==> src/rtl/serial_pkg.sv <==
// serial_pkg: definitions shared by the serial transmitter and a future receiver.
// Holds the line-state encoding and the helpers that size counters and frames.
// Has no logic of its own, so it adds no latency and applies no backpressure.
package serial_pkg;

  // Line states for one UART-style frame: idle-high, start, data, stop
  typedef enum logic [1:0] {
    ST_IDLE  = 2'd0,
    ST_START = 2'd1,
    ST_DATA  = 2'd2,
    ST_STOP  = 2'd3
  } serial_state_e;

  // Width of a counter that must hold the values 0..n-1; never narrower than one bit
  function automatic int cnt_width(input int n);
    return (n <= 1) ? 1 : $clog2(n);
  endfunction

  // Clock cycles spent in the stop period of one frame
  function automatic int stop_cycles(input int clks_per_bit, input int stop_bits);
    return clks_per_bit * stop_bits;
  endfunction

  // Clock cycles for a whole frame: start bit, data bits, stop bits
  function automatic int frame_cycles(input int width, input int clks_per_bit,
                                      input int stop_bits);
    return (1 + width + stop_bits) * clks_per_bit;
  endfunction

endpackage

==> src/rtl/serial_baud_gen.sv <==
// serial_baud_gen: bit-period counter; o_tick marks the last cycle of each serial bit.
// Tick is combinational from the count, so it is high in the final cycle of a bit.
// No backpressure; i_clr restarts the bit period from zero on the next edge.
module serial_baud_gen
  import serial_pkg::*;
#(
  parameter int CLKS_PER_BIT = 2
) (
  input  logic clk,
  input  logic rst,
  input  logic i_clr,
  output logic o_tick
);

  localparam int CW = cnt_width(CLKS_PER_BIT);
  localparam logic [CW-1:0] LAST = CW'(CLKS_PER_BIT - 1);

  logic [CW-1:0] r_cnt;
  logic          w_last;

  assign w_last = (r_cnt == LAST);
  assign o_tick = w_last;

  // Count 0..CLKS_PER_BIT-1, wrapping on the tick and restarting on clear
  always_ff @(posedge clk or posedge rst) begin
    if (rst) begin
      r_cnt <= '0;
    end else if (i_clr || w_last) begin
      r_cnt <= '0;
    end else begin
      r_cnt <= r_cnt + 1'b1;
    end
  end

endmodule

==> src/rtl/serial_tx.sv <==
// serial_tx: byte-serial transmitter, 1 start bit, WIDTH data bits LSB first, STOP_BITS stop.
// Accept at edge N -> START at N+1 -> tx low from N+2; frames run back to back when queued.
// One-entry holding register: ready drops after an accept and rises when the byte is loaded.
module serial_tx
  import serial_pkg::*;
#(
  parameter int WIDTH        = 8,
  parameter int CLKS_PER_BIT = 2,
  parameter int STOP_BITS    = 1
) (
  input  logic             clk,
  input  logic             rst,
  input  logic [WIDTH-1:0] data_in,
  input  logic             valid,
  output logic             ready,
  output logic             tx,
  output logic             busy
);

  localparam int BCW      = cnt_width(WIDTH);
  localparam int STOP_LEN = stop_cycles(CLKS_PER_BIT, STOP_BITS);
  localparam int SCW      = cnt_width(STOP_LEN);

  localparam logic [BCW-1:0] BIT_LAST  = BCW'(WIDTH - 1);
  localparam logic [SCW-1:0] STOP_LAST = SCW'(STOP_LEN - 1);

  serial_state_e    r_state;
  logic [WIDTH-1:0] r_hold;
  logic             r_full;
  logic             r_ready;
  logic [WIDTH-1:0] r_shift;
  logic [BCW-1:0]   r_bit_cnt;
  logic [SCW-1:0]   r_stop_cnt;
  logic             r_tx;

  logic w_tick;
  logic w_accept;
  logic w_last_bit;
  logic w_stop_end;
  logic w_load;
  logic w_enter;
  logic w_baud_clr;

  // Handshake: the byte is taken only on an edge where the holding register is empty
  assign w_accept   = valid && r_ready;
  assign w_last_bit = (r_bit_cnt == BIT_LAST);
  assign w_stop_end = (r_state == ST_STOP) && (r_stop_cnt == STOP_LAST);

  // Moving the held byte into the shift register happens from IDLE, or straight
  // out of the stop period so queued frames follow with no idle gap
  assign w_load = r_full && ((r_state == ST_IDLE) || w_stop_end);

  // Every state entry restarts the bit period; IDLE keeps the counter parked at 0
  assign w_enter = w_load
                || ((r_state == ST_START) && w_tick)
                || ((r_state == ST_DATA) && w_tick && w_last_bit)
                || w_stop_end;
  assign w_baud_clr = w_enter || (r_state == ST_IDLE);

  serial_baud_gen #(
    .CLKS_PER_BIT (CLKS_PER_BIT)
  ) u_baud (
    .clk    (clk),
    .rst    (rst),
    .i_clr  (w_baud_clr),
    .o_tick (w_tick)
  );

  // Holding register: an accept wins over a load so the new byte stays queued
  always_ff @(posedge clk or posedge rst) begin
    if (rst) begin
      r_hold  <= '0;
      r_full  <= 1'b0;
      r_ready <= 1'b1;
    end else if (w_accept) begin
      r_hold  <= data_in;
      r_full  <= 1'b1;
      r_ready <= 1'b0;
    end else if (w_load) begin
      r_full  <= 1'b0;
      r_ready <= 1'b1;
    end
  end

  // Frame sequencer; tx is registered from the state held during the current cycle
  always_ff @(posedge clk or posedge rst) begin
    if (rst) begin
      r_state    <= ST_IDLE;
      r_shift    <= '0;
      r_bit_cnt  <= '0;
      r_stop_cnt <= '0;
      r_tx       <= 1'b1;
    end else begin
      case (r_state)
        ST_IDLE: begin
          r_tx <= 1'b1;
          if (r_full) begin
            r_shift <= r_hold;
            r_state <= ST_START;
          end
        end
        ST_START: begin
          r_tx <= 1'b0;
          if (w_tick) begin
            r_bit_cnt <= '0;
            r_state   <= ST_DATA;
          end
        end
        ST_DATA: begin
          r_tx <= r_shift[0];
          if (w_tick) begin
            r_shift <= r_shift >> 1;
            if (w_last_bit) begin
              r_stop_cnt <= '0;
              r_state    <= ST_STOP;
            end else begin
              r_bit_cnt <= r_bit_cnt + 1'b1;
            end
          end
        end
        ST_STOP: begin
          r_tx <= 1'b1;
          if (w_stop_end) begin
            if (r_full) begin
              r_shift <= r_hold;
              r_state <= ST_START;
            end else begin
              r_state <= ST_IDLE;
            end
          end else begin
            r_stop_cnt <= r_stop_cnt + 1'b1;
          end
        end
        default: begin
          r_tx    <= 1'b1;
          r_state <= ST_IDLE;
        end
      endcase
    end
  end

  assign ready = r_ready;
  assign tx    = r_tx;
  assign busy  = (r_state != ST_IDLE) || r_full;

endmodule

==> config.mk <==
export PLATFORM = sky130hd
export DESIGN_NAME = serial_tx
export DESIGN_NICKNAME = d
export VERILOG_FILES = /design/src/rtl/serial_pkg.sv /design/src/rtl/serial_baud_gen.sv /design/src/rtl/serial_tx.sv
export SDC_FILE = /design/constraint.sdc
export NUM_CORES = 1
export LEC_CHECK = 0
export CORE_MARGIN = 5
export CORE_UTILIZATION = 48
export DETAILED_ROUTE_END_ITERATION = 8
export GPL_ROUTABILITY_DRIVEN = 1
export PLACE_DENSITY = 0.82
export SLEW_MARGIN = 20
export SYNTH_ARGS = -nofsm -noshare
export SYNTH_HDL_FRONTEND = slang
export SYNTH_SLANG_ARGS = --single-unit
==> constraint.sdc <==
create_clock -name clk -period 2.75 [get_ports clk]
set_input_delay 0.275 -clock clk [delete_from_list [all_inputs] [get_ports clk]]
set_output_delay 0.275 -clock clk [all_outputs]
set_load 0.02 [all_outputs]
After elaboration in Yosys (flattened, before gate mapping)

Index checks and enable logic that the tools add are counted.

Bits in registers: 26
Latch bits: 0
Memory bits (writable): 0
ROM bits: 0
Bits of input ports: 11
Output and inout port bits: 3
Word-level logic and storage cells: 72
Memories kept: 0

$add $sub $neg: 3
$mul: 0
Divide/modulo/power cells: 0
Magnitude comparators: 0
Eq/ne operators: 11
Shifts and indexed selects: 0
Multiplexer cells: 25
Bitwise logic cells: 0
Reduce and logical (&&, ||, !) cells: 24

Operator list:

| kind                                                  | count |
|---|---|
| two-way mux 8 bit                                     | 3 |
| case mux 8 bit (3 select lines)                       | 1 |
| two-way mux 2 bit                                     | 5 |
| inequality test 2 bit, second input constant          | 5 |
| two-way mux 1 bit                                     | 9 |
| two-way mux 3 bit                                     | 3 |
| case mux 2 bit (4 select lines)                       | 1 |
| AND reduction 4 bit                                   | 2 |
| nonzero test 2 bit                                    | 4 |
| logical OR 1 bit                                      | 7 |
| logical AND 1 bit                                     | 6 |
| case mux 3 bit (2 select lines)                       | 1 |
| AND reduction 5 bit                                   | 1 |
| equality test 2 bit, second input constant            | 2 |
| inequality test 2 x 1 -> 1 bit, second input constant | 2 |
| adder 3 x 1 -> 3 bit, second input constant           | 1 |
| equality test 3 bit, second input constant            | 1 |
| case mux 1 bit (3 select lines)                       | 1 |
| AND reduction 3 bit                                   | 1 |
| nonzero test 3 bit                                    | 1 |
| adder 1 bit, second input constant                    | 2 |
| equality test 2 x 1 -> 1 bit, second input constant   | 1 |
| logical NOT 2 bit                                     | 1 |
| case mux 1 bit (2 select lines)                       | 1 |
| OR reduction 2 bit                                    | 1 |

Longest topological paths before layout

Word-level depth: 10
Gate-level depth with buffers: 6
Depth with buffers taken out: 5

Cells and area by module

From an unflattened synthesis, not the netlist that was laid out.

Cell total of the unflattened synthesis: 110
Area total of the unflattened synthesis: 1281.2 µm²

Modules (own cells, without submodules):

| module          | times used | cells each | area each (µm²) |
|---|---|---|---|
| serial_tx       | 1          | 107        | 1248.7 |
| serial_baud_gen | 1          | 3          | 32.5 |

Least setup slack after synthesis

No wires, ideal clock.

Kind: register to register
Start: register r_state[0]
End: register r_shift[0]
Library setup time: 0.125 ns
Arrival: 1.650 ns
Data required time: 2.625 ns
Path slack: 0.975 ns
Cell stages (with the launch flop): 7
Period minus slack after synthesis: 1.775 ns
Path through: dfrtp_1 -> inv_1 -> ha_1 -> buf_6 -> mux2i_1 -> nor3_4 -> mux2_2

Cells in the longest elaborated chain, start to end: 4
Elaborated cells between the ends (all ways): 9
Those cells by class: 4 x eq/ne; 1 x mux; 4 x reduce/logical

RTL lines:

| what                                   | RTL line                         | source |
|---|---|---|
| start, declared                        | serial_tx.sv:27                  | `serial_state_e r_state;` |
| start signal, assigned                 | serial_tx.sv:88                  | `r_state <= ST_IDLE;` |
| start signal, assigned                 | serial_tx.sv:99                  | `r_state <= ST_START;` |
| start signal, assigned                 | serial_tx.sv:106                 | `r_state <= ST_DATA;` |
| equality test 2 bit                    | serial_tx.sv:47, serial_tx.sv:94 |  |
| logical AND 1 bit                      | serial_tx.sv:47                  | `assign w_stop_end = (r_state == ST_STOP) && (r_stop_cnt == STOP_LAST);` |
| inequality test 2 bit (no source line) | n/a                              |  |
| AND reduction 3 bit (no source line)   | n/a                              |  |
| end signal, assigned                   | serial_tx.sv:98                  | `r_shift <= r_hold;` |
| end signal, assigned                   | serial_tx.sv:112                 | `r_shift <= r_shift >> 1;` |
| end signal, assigned                   | serial_tx.sv:125                 | `r_shift <= r_hold;` |
| end, declared                          | serial_tx.sv:31                  | `logic [WIDTH-1:0] r_shift;` |

Parallel ways exist; a longest one is shown, timed or not.
A chain may end at the register's enable or synchronous reset.

Worst setup path after layout

Start: register r_state[0]
End: output port busy

Cells in the longest elaborated chain, start to end: 2

RTL lines:

| what               | RTL line         | source |
|---|---|---|
| nonzero test 2 bit | serial_tx.sv:144 | `assign busy = (r_state != ST_IDLE) \|\| r_full;` |
| logical OR 1 bit   | serial_tx.sv:144 |  |
| end, declared      | serial_tx.sv:17  | `output logic busy` |

No other way between the ends.

==> impl_metrics.tcl <==
set metrics [dict create \
    cp.arrival_ns 1.98 \
    syn-num-nets 116 \
    hpwl_um 1600 \
    vias 772 \
    ys_seq_area_share_pct 50.5 \
    reg2reg_to "r_shift[3]$_DFFE_PP0P_" \
    final_nets 133 \
    ctsHoldBuffers 0 \
    finalSetupViolCount 0 \
    fin_cells 143 \
    layout_commonest_cell "mux2_2" \
    cellLeakagePower_nw 0.654 \
    ys_seq_elements 26 \
    cp.required_ns 2.48 \
    wl_per_cell_um 14.3 \
    ios 14 \
    yosysTopAreaCell "dfrtp_1" \
    min_period_over_period_pct 81.8 \
    synth_area_leaders "dfrtp_1 46%, mux2_2 22%, ha_1 7.7%" \
    rrSetupSlack_ns 0.72 \
    worst-path-max-fanout 5 \
    period_needed_ns 2.25 \
    placementRows 18 \
    yosys_warnings 0 \
    grt_pass1_wl_um 3770 \
    worst_pin_slew_ns 0.893 \
    worstSetupPathType "flop to output port" \
    drt-vias-per-instance 5.40 \
    layout_common_cells "25 x mux2_2, 24 x dfrtp_1, 13 x clkdlybuf4s50_1, 8 x ha_1, 5 x a22o_1" \
    start_util_pct 51.3 \
    diodes 0 \
    antenna_found_initial 0 \
    clk_pin_slew_ns 0.13 \
    startpoint "r_state[0]$_DFFE_PP0P_" \
    drv_cap 0 \
    drc 0 \
    ctsResizeCount 0 \
    routabilityCongestion 0.792 \
    clk_root_buffer_cell "clkbuf_4" \
    start_kind "flop" \
    core_um2 2520 \
    synthesis.area_um2 1290 \
    grt-ovfl-total 0 \
    drive_gt1_share_pct 30.1 \
    grt_pass1_vias 853 \
    reg2reg_from "r_state[0]$_DFFE_PP0P_" \
    avgSynthCellArea_um2 13.3 \
    cts.sinks 26 \
    grt.total_usage_pct 13.3 \
    cts_buffers 3 \
    power_density_nw_per_um2 1140 \
    syn_inst 97 \
    insertion_delay_ns 0.32 \
    drt_iter0_markers 31 \
    max-slew-margin-rel_pct 40.1 \
    cts_setup_buffers 0 \
    clock_skew_ns 0.00110 \
    worstSetupEndpointType "output port" \
    dp.cells 139 \
    max_clock_freq_ghz 0.444 \
    htree_levels 1 \
    tritoncts "done" \
    routed_wl_um 2040 \
    portBuffers 13 \
    final.fill_count 208 \
    netlist.area_leader.share_pct 46.4 \
    die_h_um 61.9 \
    status "finished clean" \
    detail-route-antenna-nets 0 \
    area_delta_synth_final_pct 15.1 \
    ir_worst_vdd_mv 0.609 \
    fin_tns_setup_ns 0 \
    grt_max_degree 27 \
    hold_viol 0 \
    die_area_um2 3830 \
    rsz0062_at_grt "false" \
    cts.path.max_buffers 2 \
    slew_violations 0 \
    worstHoldPathType "primary input to asynchronous set/reset pin" \
    rr_worst_depth 5 \
    synth_cell_types 22 \
    drt_first_pass_iters 4 \
    die_w_um 61.9 \
]
cell usage after synthesis:
| master | count |
|---|---|
| mux2i_1 | 3 |
| mux2_2 | 25 |
| a211oi_1 | 2 |
| a21o_1 | 1 |
| o21ai_0 | 2 |
| dfstp_2 | 2 |
| buf_2 | 1 |
| ha_1 | 8 |
| o41a_1 | 1 |
| nor2_1 | 2 |
| and2b_1 | 1 |
| a21boi_0 | 1 |
| dfrtp_1 | 24 |
| nor3_1 | 1 |
| nor3_4 | 1 |
| buf_6 | 1 |
| a22o_1 | 5 |
| nand2_1 | 4 |
| a21oi_1 | 2 |
| nor2b_1 | 4 |
| inv_1 | 5 |
| nor4_2 | 1 |
power by group:
group          switching (mW)  leakage, nW  total, mW  internal, mW
clock network           0.108       0.0210      0.189        0.0810
registers               0.123        0.310      0.702         0.579
logic                   0.348        0.323      0.807         0.460
state kept, by name (all words and copies together) (netlist names):
register / cells
r_stop_cnt: 1
r_shift: 8
r_state: 2
ready: 1
r_full: 1
r_hold: 8
u_baud.o_tick: 1
r_bit_cnt: 3
tx: 1
cell type report:
cell class / instances / area (um^2) / share of cell area, %
Inverter: 5 / 18.8 / 1.26
Tap cell: 30 / 37.5 / 2.52
Sequential cell: 26 / 653 / 43.9
Clock buffer: 4 / 36.3 / 2.44
Timing Repair Buffer: 14 / 138 / 9.24
Multi-Input combinational cell: 64 / 606 / 40.7
cells by family after synthesis:
group	synth area share, %
and+or+nand+nor	6.87
AOI/OAI and AO/OA	8.12
DFF	50.5
muxes	24.1
buffers and inverters	2.71
adders and majority gates	7.74
per-layer routing:
layer,track usage [%],up-vias,part of all wire [%]
met5,0,-,0
met4,3.33,0,0.54
met3,3.93,2,4.1
met2,21.8,14,48
met1,17.4,375,47
li1,-,381,-
worst max-delay path by stage:
stage / depth (start not counted) / slack, ns / end
after floorplan: 6 / 0.98 / r_shift[0]$_DFFE_PP0P_
after CTS: 5 / 0.47 / busy
after detailed placement: 5 / 0.73 / r_shift[5]$_DFFE_PP0P_
after global routing: 5 / 0.36 / busy
final: 5 / 0.50 / busy
after global placement: 6 / 0.82 / r_state[1]$_DFFE_PP0P_
through the flow:
step	setup WS (ns)	cell area (um^2)	hold slack [ns]	total power, mW	util [%]
6_report	0.499	1490	0.326	1.70	59.0
5_1_grt	0.364	1490	0.369	1.84	59.0
4_1_cts	0.470	1490	0.480	1.73	59.0
3_5_place_dp	0.733	1450	0.484	1.53	57.6
3_3_place_gp	0.820	1450	0.479	1.48	57.6
2_1_floorplan	0.975	1290	0.314	1.33	-
critical path: stages, from the launching register on:
cell	delay, ns
dfrtp_1	0.45
inv_1	0.13
ha_1	0.23
and2b_1	0.19
inv_1	0.06
clkdlybuf4s50_1	0.59
Note: power is estimated with default switching activity, not from simulation.
